--- src/rtl/uart_rx_os16_if.sv ---
// Receive stream of uart_rx_os16: show-ahead head-of-FIFO entry with valid/ready.
interface uart_rx_os16_if #(
  parameter int unsigned DATA_BITS = 8
);
  logic [DATA_BITS-1:0] m_data;
  logic                 m_parity_err;
  logic                 m_frame_err;
  logic                 m_valid;
  logic                 m_ready;

  modport master (output m_data, m_parity_err, m_frame_err, m_valid, input m_ready);
  modport slave  (input m_data, m_parity_err, m_frame_err, m_valid, output m_ready);
endinterface

--- src/rtl/uart_rx_os16.sv ---
// 16x-oversampling UART receiver: 2-of-3 majority sampling, optional parity,
// framing check and a show-ahead receive FIFO with valid/ready and overrun pulse.
module uart_rx_os16 #(
  parameter int unsigned CLK_FREQ   = 100_000_000,
  parameter int unsigned BAUD_RATE  = 9600,
  parameter int unsigned DATA_BITS  = 8,
  parameter int unsigned PARITY     = 0,
  parameter int unsigned FIFO_DEPTH = 4
) (
  input  logic           clk,
  input  logic           rst,
  input  logic           rx_in,
  uart_rx_os16_if.master m,
  output logic           overrun,
  output logic           busy
);
  localparam int unsigned OS_DIV   = CLK_FREQ / (BAUD_RATE * 16);
  localparam logic [15:0] OS_LAST  = 16'(OS_DIV - 1);
  localparam int unsigned AW       = $clog2(FIFO_DEPTH);
  localparam int unsigned EW       = DATA_BITS + 2;
  localparam logic [2:0]  LAST_BIT = 3'(DATA_BITS - 1);
  localparam logic [AW:0] FULL     = (AW+1)'(FIFO_DEPTH);

  typedef enum logic [2:0] {S_IDLE, S_START, S_DATA, S_PARITY, S_STOP} state_t;

  logic rx_meta, rxs;
  always_ff @(posedge clk or posedge rst) begin
    if (rst) begin
      rx_meta <= 1'b1;
      rxs     <= 1'b1;
    end else begin
      rx_meta <= rx_in;
      rxs     <= rx_meta;
    end
  end

  logic [15:0] div_cnt;
  logic        tick;
  assign tick = (div_cnt == OS_LAST);

  always_ff @(posedge clk or posedge rst) begin
    if (rst) div_cnt <= '0;
    else     div_cnt <= tick ? '0 : div_cnt + 16'd1;
  end

  // Start detection waits until the line has been seen idle once after reset.
  logic armed;
  always_ff @(posedge clk or posedge rst) begin
    if (rst)              armed <= 1'b0;
    else if (tick && rxs) armed <= 1'b1;
  end

  state_t               state, state_nx;
  logic [3:0]           os_cnt, os_cur;
  logic                 samp7, samp8, maj;
  logic [2:0]           bit_idx;
  logic [DATA_BITS-1:0] shreg;
  logic                 perr;
  logic                 start_det, frame_done, at_mid, at_end;

  // os_cnt holds the count of the previous tick; the start-detect tick is 0.
  assign os_cur = os_cnt + 4'd1;
  assign at_mid = tick && (os_cur == 4'd9);
  assign at_end = tick && (os_cur == 4'd15);
  assign maj    = (samp7 & samp8) | (samp7 & rxs) | (samp8 & rxs);

  always_ff @(posedge clk or posedge rst) begin
    if (rst) state <= S_IDLE;
    else     state <= state_nx;
  end

  always_comb begin
    state_nx   = state;
    start_det  = 1'b0;
    frame_done = 1'b0;
    unique case (state)
      S_IDLE:
        if (tick && !rxs && armed) begin
          state_nx  = S_START;
          start_det = 1'b1;
        end
      S_START:
        if (at_mid && maj) state_nx = S_IDLE;
        else if (at_end)   state_nx = S_DATA;
      S_DATA:
        if (at_end && bit_idx == LAST_BIT)
          state_nx = (PARITY != 0) ? S_PARITY : S_STOP;
      S_PARITY:
        if (at_end) state_nx = S_STOP;
      S_STOP:
        if (at_mid) begin
          state_nx   = S_IDLE;
          frame_done = 1'b1;
        end
      default: state_nx = S_IDLE;
    endcase
  end

  always_ff @(posedge clk or posedge rst) begin
    if (rst) begin
      os_cnt  <= '0;
      samp7   <= 1'b1;
      samp8   <= 1'b1;
      bit_idx <= '0;
      shreg   <= '0;
      perr    <= 1'b0;
    end else if (start_det) begin
      os_cnt  <= '0;
      bit_idx <= '0;
      perr    <= 1'b0;
    end else if (tick && state != S_IDLE) begin
      os_cnt <= os_cur;
      if (os_cur == 4'd7) samp7 <= rxs;
      if (os_cur == 4'd8) samp8 <= rxs;
      if (os_cur == 4'd9) begin
        if (state == S_DATA)   shreg <= {maj, shreg[DATA_BITS-1:1]};
        if (state == S_PARITY) perr  <= (((^shreg) ^ maj) != (PARITY == 1));
      end
      if (os_cur == 4'd15 && state == S_DATA) bit_idx <= bit_idx + 3'd1;
    end
  end

  assign busy = (state != S_IDLE);

  logic [EW-1:0] mem [FIFO_DEPTH];
  logic [AW-1:0] wr_ptr, rd_ptr;
  logic [AW:0]   count;
  logic          valid, pop, push;
  logic [EW-1:0] head;

  assign valid = (count != '0);
  assign pop   = valid && m.m_ready;
  // A full FIFO still accepts a frame when the head leaves in the same cycle.
  assign push  = frame_done && ((count < FULL) || pop);

  always_ff @(posedge clk or posedge rst) begin
    if (rst) begin
      for (int unsigned i = 0; i < FIFO_DEPTH; i++) mem[i] <= '0;
      wr_ptr  <= '0;
      rd_ptr  <= '0;
      count   <= '0;
      overrun <= 1'b0;
    end else begin
      overrun <= frame_done && !push;
      if (push) begin
        mem[wr_ptr] <= {perr, ~maj, shreg};
        wr_ptr      <= wr_ptr + AW'(1);
      end
      if (pop) rd_ptr <= rd_ptr + AW'(1);
      case ({push, pop})
        2'b10:   count <= count + (AW+1)'(1);
        2'b01:   count <= count - (AW+1)'(1);
        default: ;
      endcase
    end
  end

  assign head           = mem[rd_ptr];
  assign m.m_data       = head[DATA_BITS-1:0];
  assign m.m_frame_err  = head[DATA_BITS];
  assign m.m_parity_err = head[DATA_BITS+1];
  assign m.m_valid      = valid;
endmodule

--- src/flat_wrapper.sv ---
// flat-port wrapper written by rule: the top's interface ports become plain ports
module uart_rx_os16_flat 
#(
  parameter int unsigned CLK_FREQ   = 100_000_000,
  parameter int unsigned BAUD_RATE  = 9600,
  parameter int unsigned DATA_BITS  = 8,
  parameter int unsigned PARITY     = 0,
  parameter int unsigned FIFO_DEPTH = 4
)
  (clk, rst, rx_in, overrun, busy, m_m_data, m_m_parity_err, m_m_frame_err, m_m_valid, m_m_ready);
  uart_rx_os16_if #(.DATA_BITS(DATA_BITS)) m_i ();
  input  logic clk;
  input  logic rst;
  input  logic rx_in;
  output logic overrun;
  output logic busy;
  output wire logic [$bits(m_i.m_data)-1:0] m_m_data;
  output wire logic [$bits(m_i.m_parity_err)-1:0] m_m_parity_err;
  output wire logic [$bits(m_i.m_frame_err)-1:0] m_m_frame_err;
  output wire logic [$bits(m_i.m_valid)-1:0] m_m_valid;
  input wire logic [$bits(m_i.m_ready)-1:0] m_m_ready;
  assign m_m_data = m_i.m_data;
  assign m_m_parity_err = m_i.m_parity_err;
  assign m_m_frame_err = m_i.m_frame_err;
  assign m_m_valid = m_i.m_valid;
  assign m_i.m_ready = m_m_ready;
  uart_rx_os16 #(.CLK_FREQ(CLK_FREQ), .BAUD_RATE(BAUD_RATE), .DATA_BITS(DATA_BITS), .PARITY(PARITY), .FIFO_DEPTH(FIFO_DEPTH)) u_core (.clk(clk), .rst(rst), .rx_in(rx_in), .m(m_i), .overrun(overrun), .busy(busy));
endmodule
--- config.mk ---
export PLATFORM = sky130hd
export DESIGN_NAME = uart_rx_os16_flat
export DESIGN_NICKNAME = d
export VERILOG_FILES = /design/src/rtl/uart_rx_os16_if.sv /design/src/rtl/uart_rx_os16.sv /design/src/flat_wrapper.sv
export SDC_FILE = /design/constraint.sdc
export NUM_CORES = 1
export LEC_CHECK = 0
export BUFFER_PORTS_ARGS = -buffer_cell sky130_fd_sc_hd__buf_2
export CAP_MARGIN = 10
export CORE_MARGIN = 1
export CORE_UTILIZATION = 54
export CTS_CLUSTER_SIZE = 24
export DETAILED_ROUTE_END_ITERATION = 12
export PLACE_DENSITY = 0.71
export SLEW_MARGIN = 0
export SYNTH_ARGS = -nofsm -noshare
export SYNTH_HDL_FRONTEND = slang
export SYNTH_SLANG_ARGS = --single-unit
--- constraint.sdc ---
create_clock -name clk -period 5.3 [get_ports clk]
set_input_delay 0.53 -clock clk [delete_from_list [all_inputs] [get_ports clk]]
set_output_delay 0.53 -clock clk [all_outputs]
set_load 0.03 [all_outputs]
* Word-level counts from Yosys, hierarchy flattened *
Cells that the tools add are included.
Widths: inputs -> output; s select.

word-level totals
  register bits after elaboration = 88
  latch bits = 0
  memory bits (writable) = 0
  bits in read-only memories = 0
  input bits = 4
  output and inout bits = 13
  logic and storage cells = 116
  memories = 0

operators by class
  add/subtract/negate cells = 7
  multipliers = 0
  div/mod/pow operators = 0
  magnitude comparators = 4
  eq/ne operators = 17
  shifts and indexed selects = 0
  mux-type cells = 28
  bitwise gates (word level) = 10
  reductions and logical operators = 31

operators with widths
  kind                   number
  $bwmux 40              1
  $mux 10                3
  $mux 3                 9
  $bmux 10 s2            1
  $demux 10 s2           1
  $add 16x1->16 const B  1
  $eq 16x10->1 const B   1
  $mux 16                1
  $pmux 3 s5             1
  $logic_and 1x1->1      13
  $eq 4x4->1 const B     3
  $reduce_bool 2->1      5
  $reduce_and 3->1       3
  $mux 1                 8
  $mux 4                 2
  $ne 2x1->1 const B     4
  $reduce_xor 8->1       1
  $add 3x1->3 const B    2
  $eq 3x2->1 const B     2
  $eq 3x3->1 const B     2
  $ge 3x3->1 const B     2
  $not 2->3              2
  $pmux 3 s2             1
  $reduce_bool 3->1      2
  other kinds (20)       26

* Logic depth before layout (Yosys ltp) *
  word-level depth = 8
  depth in mapped cells = 12
  gate-level depth less buffers = 10

* Worst setup path before layout *
No wires, ideal clock.

  kind = flip-flop to flip-flop
  start = reg u_core.div_cnt[0]
  end = reg u_core.count[2]
  library setup time = 0.125 ns
  arrival = 2.496 ns
  required time = 5.175 ns
  path slack = 2.679 ns
  stages on the path, launching flop included = 13
  path buffers = 2
  clock period less this slack = 2.621 ns
  cells stage by stage = dfrtp_1 > inv_1 > ha_1 > nor4b_1 > and4_1 > buf_4 > clkbuf_1 > nand3_1 > ha_1 > fa_1 > xnor2_1 > nor2_1 > xor2_1

between the ends
  word-level cells in the longest chain between the ends = 7
  elaborated cells between the ends (all ways) = 9
  classes of those cells = 3 x eq/ne; 3 x mux; 3 x reduce/logical

RTL lines
  item                                                    RTL line             text
  from (decl)                                             uart_rx_os16.sv:37   logic [15:0] div_cnt;
  from (signal assigned)                                  uart_rx_os16.sv:43   else div_cnt <= tick ? '0 : div_cnt + 16'd1;
  $eq 16x10->1 *                                          uart_rx_os16.sv:39   assign tick = (div_cnt == OS_LAST);
  $logic_and 1x1->1 *                                     uart_rx_os16.sv:63   assign at_mid = tick && (os_cur == 4'd9);
  $mux 1 *                                                uart_rx_os16.sv:91   if (at_mid) begin
  $mux 1 *                                                uart_rx_os16.sv:76   unique case (state)
  $logic_and 1x1->1 *                                     uart_rx_os16.sv:134  assign push = frame_done && ((count < FULL) || pop);
  $eq 2x1->1 / $eq 2x2->1 (equally long branches)         uart_rx_os16.sv:150  case ({push, pop})
  $pmux 3 s2 / $reduce_bool 2->1 (equally long branches)  -
  to (signal assigned)                                    uart_rx_os16.sv:151  2'b10: count <= count + (AW+1)'(1);
  to (signal assigned)                                    uart_rx_os16.sv:152  2'b01: count <= count - (AW+1)'(1);
  to (decl)                                               uart_rx_os16.sv:127  logic [AW:0] count;

Mark *: on every way between the ends. The rest lies on a longest branch, timed or not.
A chain may end at the register's enable or synchronous reset.

* Final worst setup path *
  start = reg u_core.div_cnt[0]
  end = reg u_core.mem[1] (netlist name)

between the ends
  word-level cells in the longest chain between the ends = 5

RTL lines
  item                             RTL line             text
  $eq 16x10->1                     uart_rx_os16.sv:39
  $logic_and 1x1->1                uart_rx_os16.sv:63
  $mux 1                           uart_rx_os16.sv:91
  $mux 1                           uart_rx_os16.sv:76
  $logic_and 1x1->1                uart_rx_os16.sv:134
  to (signal, indexed assignment)  uart_rx_os16.sv:146  mem[wr_ptr] <= {perr, ~maj, shreg};
  to (decl)                        uart_rx_os16.sv:125  logic [EW-1:0] mem [FIFO_DEPTH];

No other way between the ends.

==> results by group <==
Timing
  • Max Freq: 316.5 MHz
  • Clock skew: between 10 and 15 ps
  • Final Hold Vio Count: 0
  • Period utilization: 0.5962
  • Min Tclk post-route: 3160 ps
  • Final Setup Violations: 0
  • Worst-Margin Slew: 1047 ps
  • Final Max Slew Viols: 0
  • Slew headroom: 0.3022
  • Setup TNS: 0 ps
  • RSZ-0062 raised after global routing: no

Routing
  • Initial DRC count: between 100 and 150
  • First drt pass iteration count: 4
  • WL final: between 7000 and 8000 um
  • Routed Antenna Nets: 0
  • Vias: ~2,500
  • # DRC: 0
  • DR WL/cell: approximately 16 um
  • Routed vias/inst: around 5.6

Logic synthesis
  • Yosys reg bits: between 80 and 90
  • Yosys Warn Count: 0
  • Avg Inst Size Synth: 13.23 sq um
  • Netlist cell types: 49
  • Synthesized cell area: around 4400 sq um
  • Largest cells by area after synthesis: dfrtp_1 (48%), mux2_2 (8.5%), mux2_4 (6.9%)
  • Sequential cell area fraction in the yosys report: 0.5072
  • Yosys top cell area share: 0.4830
  • Synthesized Nets: about 350
  • Most used flip-flop cell after synthesis: dfrtp_1
  • Post-synth EDFFs: 0
  • Gate Count Post-Synth: roughly 330
  • Fraction of registers with async set/reset: 1.000
  • Largest area contributor in the netlist: dfrtp_1

Clock network
  • Hold bufs inserted after CTS: 0
  • CTS buffer count: 9
  • Clock sinks: slightly below 90
  • Clk_lat worst skew: 350 ps
  • CTS H-tree depth: 3
  • CTS tree: yes
  • Clock Path Buffers: 2
  • CTS root buf: clkbuf_8
  • Post CTS Setup Buffer Count: 0
  • Clock slew at reported path FFs: about 80 ps
  • CTS resizes: 0

Global routing
  • Vias in the first global route: between 2,000 and 3,000
  • Global route total overflow: 0
  • Largest net degree at the start of global routing: 89
  • Global-route wire length before repair: 12,860 um
  • Initial antenna violation count: 0
  • Overall Global Routing Usage: 0.1964

Flow run
  • Max-cap violations: 0

Cells and area
  • Antenna cell count: 0
  • Layout area overhead: 7.389%
  • Layout cell share with drive strength beyond 1: 0.3048
  • Layout net count: between 300 and 400
  • Finished Core Util: 0.6016
  • Fill count: ~630

Setup path
  • CP bufs+invs: 1
  • Critical-path top delay cell: or4_1
  • Setup CP Type: reg -> reg
  • Worst Path Max Fanout: 16
  • CP required: roughly 5500 ps
  • CP cell instances: inv_1 > ha_1 > nor4b_1 > and4_1 > nand2_2 > or4_1 > mux2_2
  • Critical path arrival: 3390 ps
  • Crit path max-delay family: simple AND/OR/NAND/NOR gates
  • Worst stage delay on the critical path: slightly above 800 ps
  • CP startpoint kind: register
  • Worst Setup End Kind: register

Pwr
  • Total power: 0.001108 W
  • Pwr dens: 237.2 nW/um^2
  • Peak VDD IR: ~0.18 mV
  • Total leakage power: roughly 2.3 nW

Floorplanning
  • Effective utilization at floorplan: 0.5602
  • Die ar.: approximately 8400 sq um
  • Core area: 7767 sq um
  • Io pins: 17
  • Num rows: 32
  • Die Y: roughly 92 um
  • Die extent in x: around 90 um

Placement
  • Final Wtd Congestion: 0.7839
  • IO buf count: 16
  • Final HPWL DP: ~4900 um

Hold path
  • Hold WC Path Type: in -> reg

Status
  • Status: complete, no violations
report_power, final:
part,leakage [nW],internal (W),switching (W)
clock,0.0961,0.000176,0.000245
combinational,0.962,0.00000168,0.0000125
sequential,1.20,0.000672,0.000000556
synth_stat cells (all sizes together) (5+ instances only):
cell type	n
nand4	5
nand3	10
mux2	53
inv	14
xnor2	16
ha	13
nor3	5
o21ai	8
xor2	10
nand2	16
mux4	10
buf	8
dfrtp	84
nor2	15
path summary, 6_finish.rpt:
check,startpoint,to,slack (ps),cells past startpoint
hold / removal,rx_in,u_core.rx_meta,280,1
setup reg to reg,u_core.div_cnt[0],u_core.mem[1],2140,7
min in group asynchronous,rst,u_core.mem[16],500,3
max in group asynchronous,rst,u_core.mem[1],4130,3
setup / recovery,u_core.div_cnt[0],u_core.mem[1],2140,7
hold reg to reg,u_core.rx_meta,u_core.rxs,360,0
metrics by stage:
step / instance area, sq um / instances / hold slack (ps) / setup slack, ps
2_1_floorplan: 4352 / 329 / 345.2 / 2498
3_3_place_gp: 4497 / 437 / 346.4 / 2353
5_1_grt: 4673 / 453 / 259.5 / 1933
3_5_place_dp: 4497 / 437 / 346.8 / 2228
6_report: 4673 / 453 / 282.3 / 2140
4_1_cts: 4673 / 453 / 264.5 / 2133
cell usage in the layout (no fill, tap or decap), types with 3 or more instances in the layout:
master,Yosys,final
inv_1,14,13
and2_1,4,4
nor3_1,5,5
nand2b_1,4,4
nand4_1,5,5
inv_6,0,3
mux2_4,20,20
clkinv_2,0,4
mux2_2,33,33
nand3b_1,3,3
o21ai_0,7,7
xor2_1,10,10
nor4b_1,3,3
dfrtp_1,84,84
nand2_1,15,15
xnor2_1,16,16
mux4_2,10,10
clkbuf_8,0,9
dfstp_2,4,4
ha_1,13,13
nand3_1,10,10
a21oi_1,3,3
and3_1,3,3
buf_2,3,16
nor2_1,15,15
area by class of cell:
type	instances	area, sq um	share of cell area
clock inverters	7	52.55	0.01124
inverters	14	53.80	0.01151
clock buffers	9	123.9	0.02651
well taps	102	127.6	0.02731
flip-flops and latches	88	2207	0.4723
multi-input cells	216	2021	0.4324
repair buffers	17	87.58	0.01874
sequential cells by signal, indices dropped and copies added, names as in the netlist:
name / cells
u_core.samp8: 1
u_core.rd_ptr: 2
u_core.rx_meta: 1
u_core.count: 3
u_core.perr: 1
u_core.bit_idx: 3
u_core.samp7: 1
u_core.state: 3
u_core.os_cnt: 4
u_core.armed: 1
u_core.div_cnt: 16
u_core.overrun: 1
u_core.rxs: 1
u_core.shreg: 8
u_core.wr_ptr: 2
u_core.mem: 40
cell families after synthesis:
group	count (synthesis)	synth area share
flops	88	0.5072
buf+inv	25	0.02846
compound gates	26	0.04025
xor+xnor	27	0.05750
fa+ha+maj	14	0.04198
simple gates	84	0.1139
mux	65	0.2108
worst reg2reg max path: cells and delay by family, from the launching register on:
kind	cells	cell delay [ps]
simple gates	4	2020
mux	1	360
flops	1	450
buf+inv	1	80
fa+ha+maj	1	140
metal layers:
metal	wire length (um)	global-route usage	vias up	part of all wire
met2	3469	0.3064	21	0.48
met1	3619	0.2786	1278	0.50
met4	76	0.07682	0	0.010
li1	-	-	1212	-
met5	0	0	-	0
met3	122	0.02985	6	0.017
No activity file was read; power rests on OpenSTA's default activity.
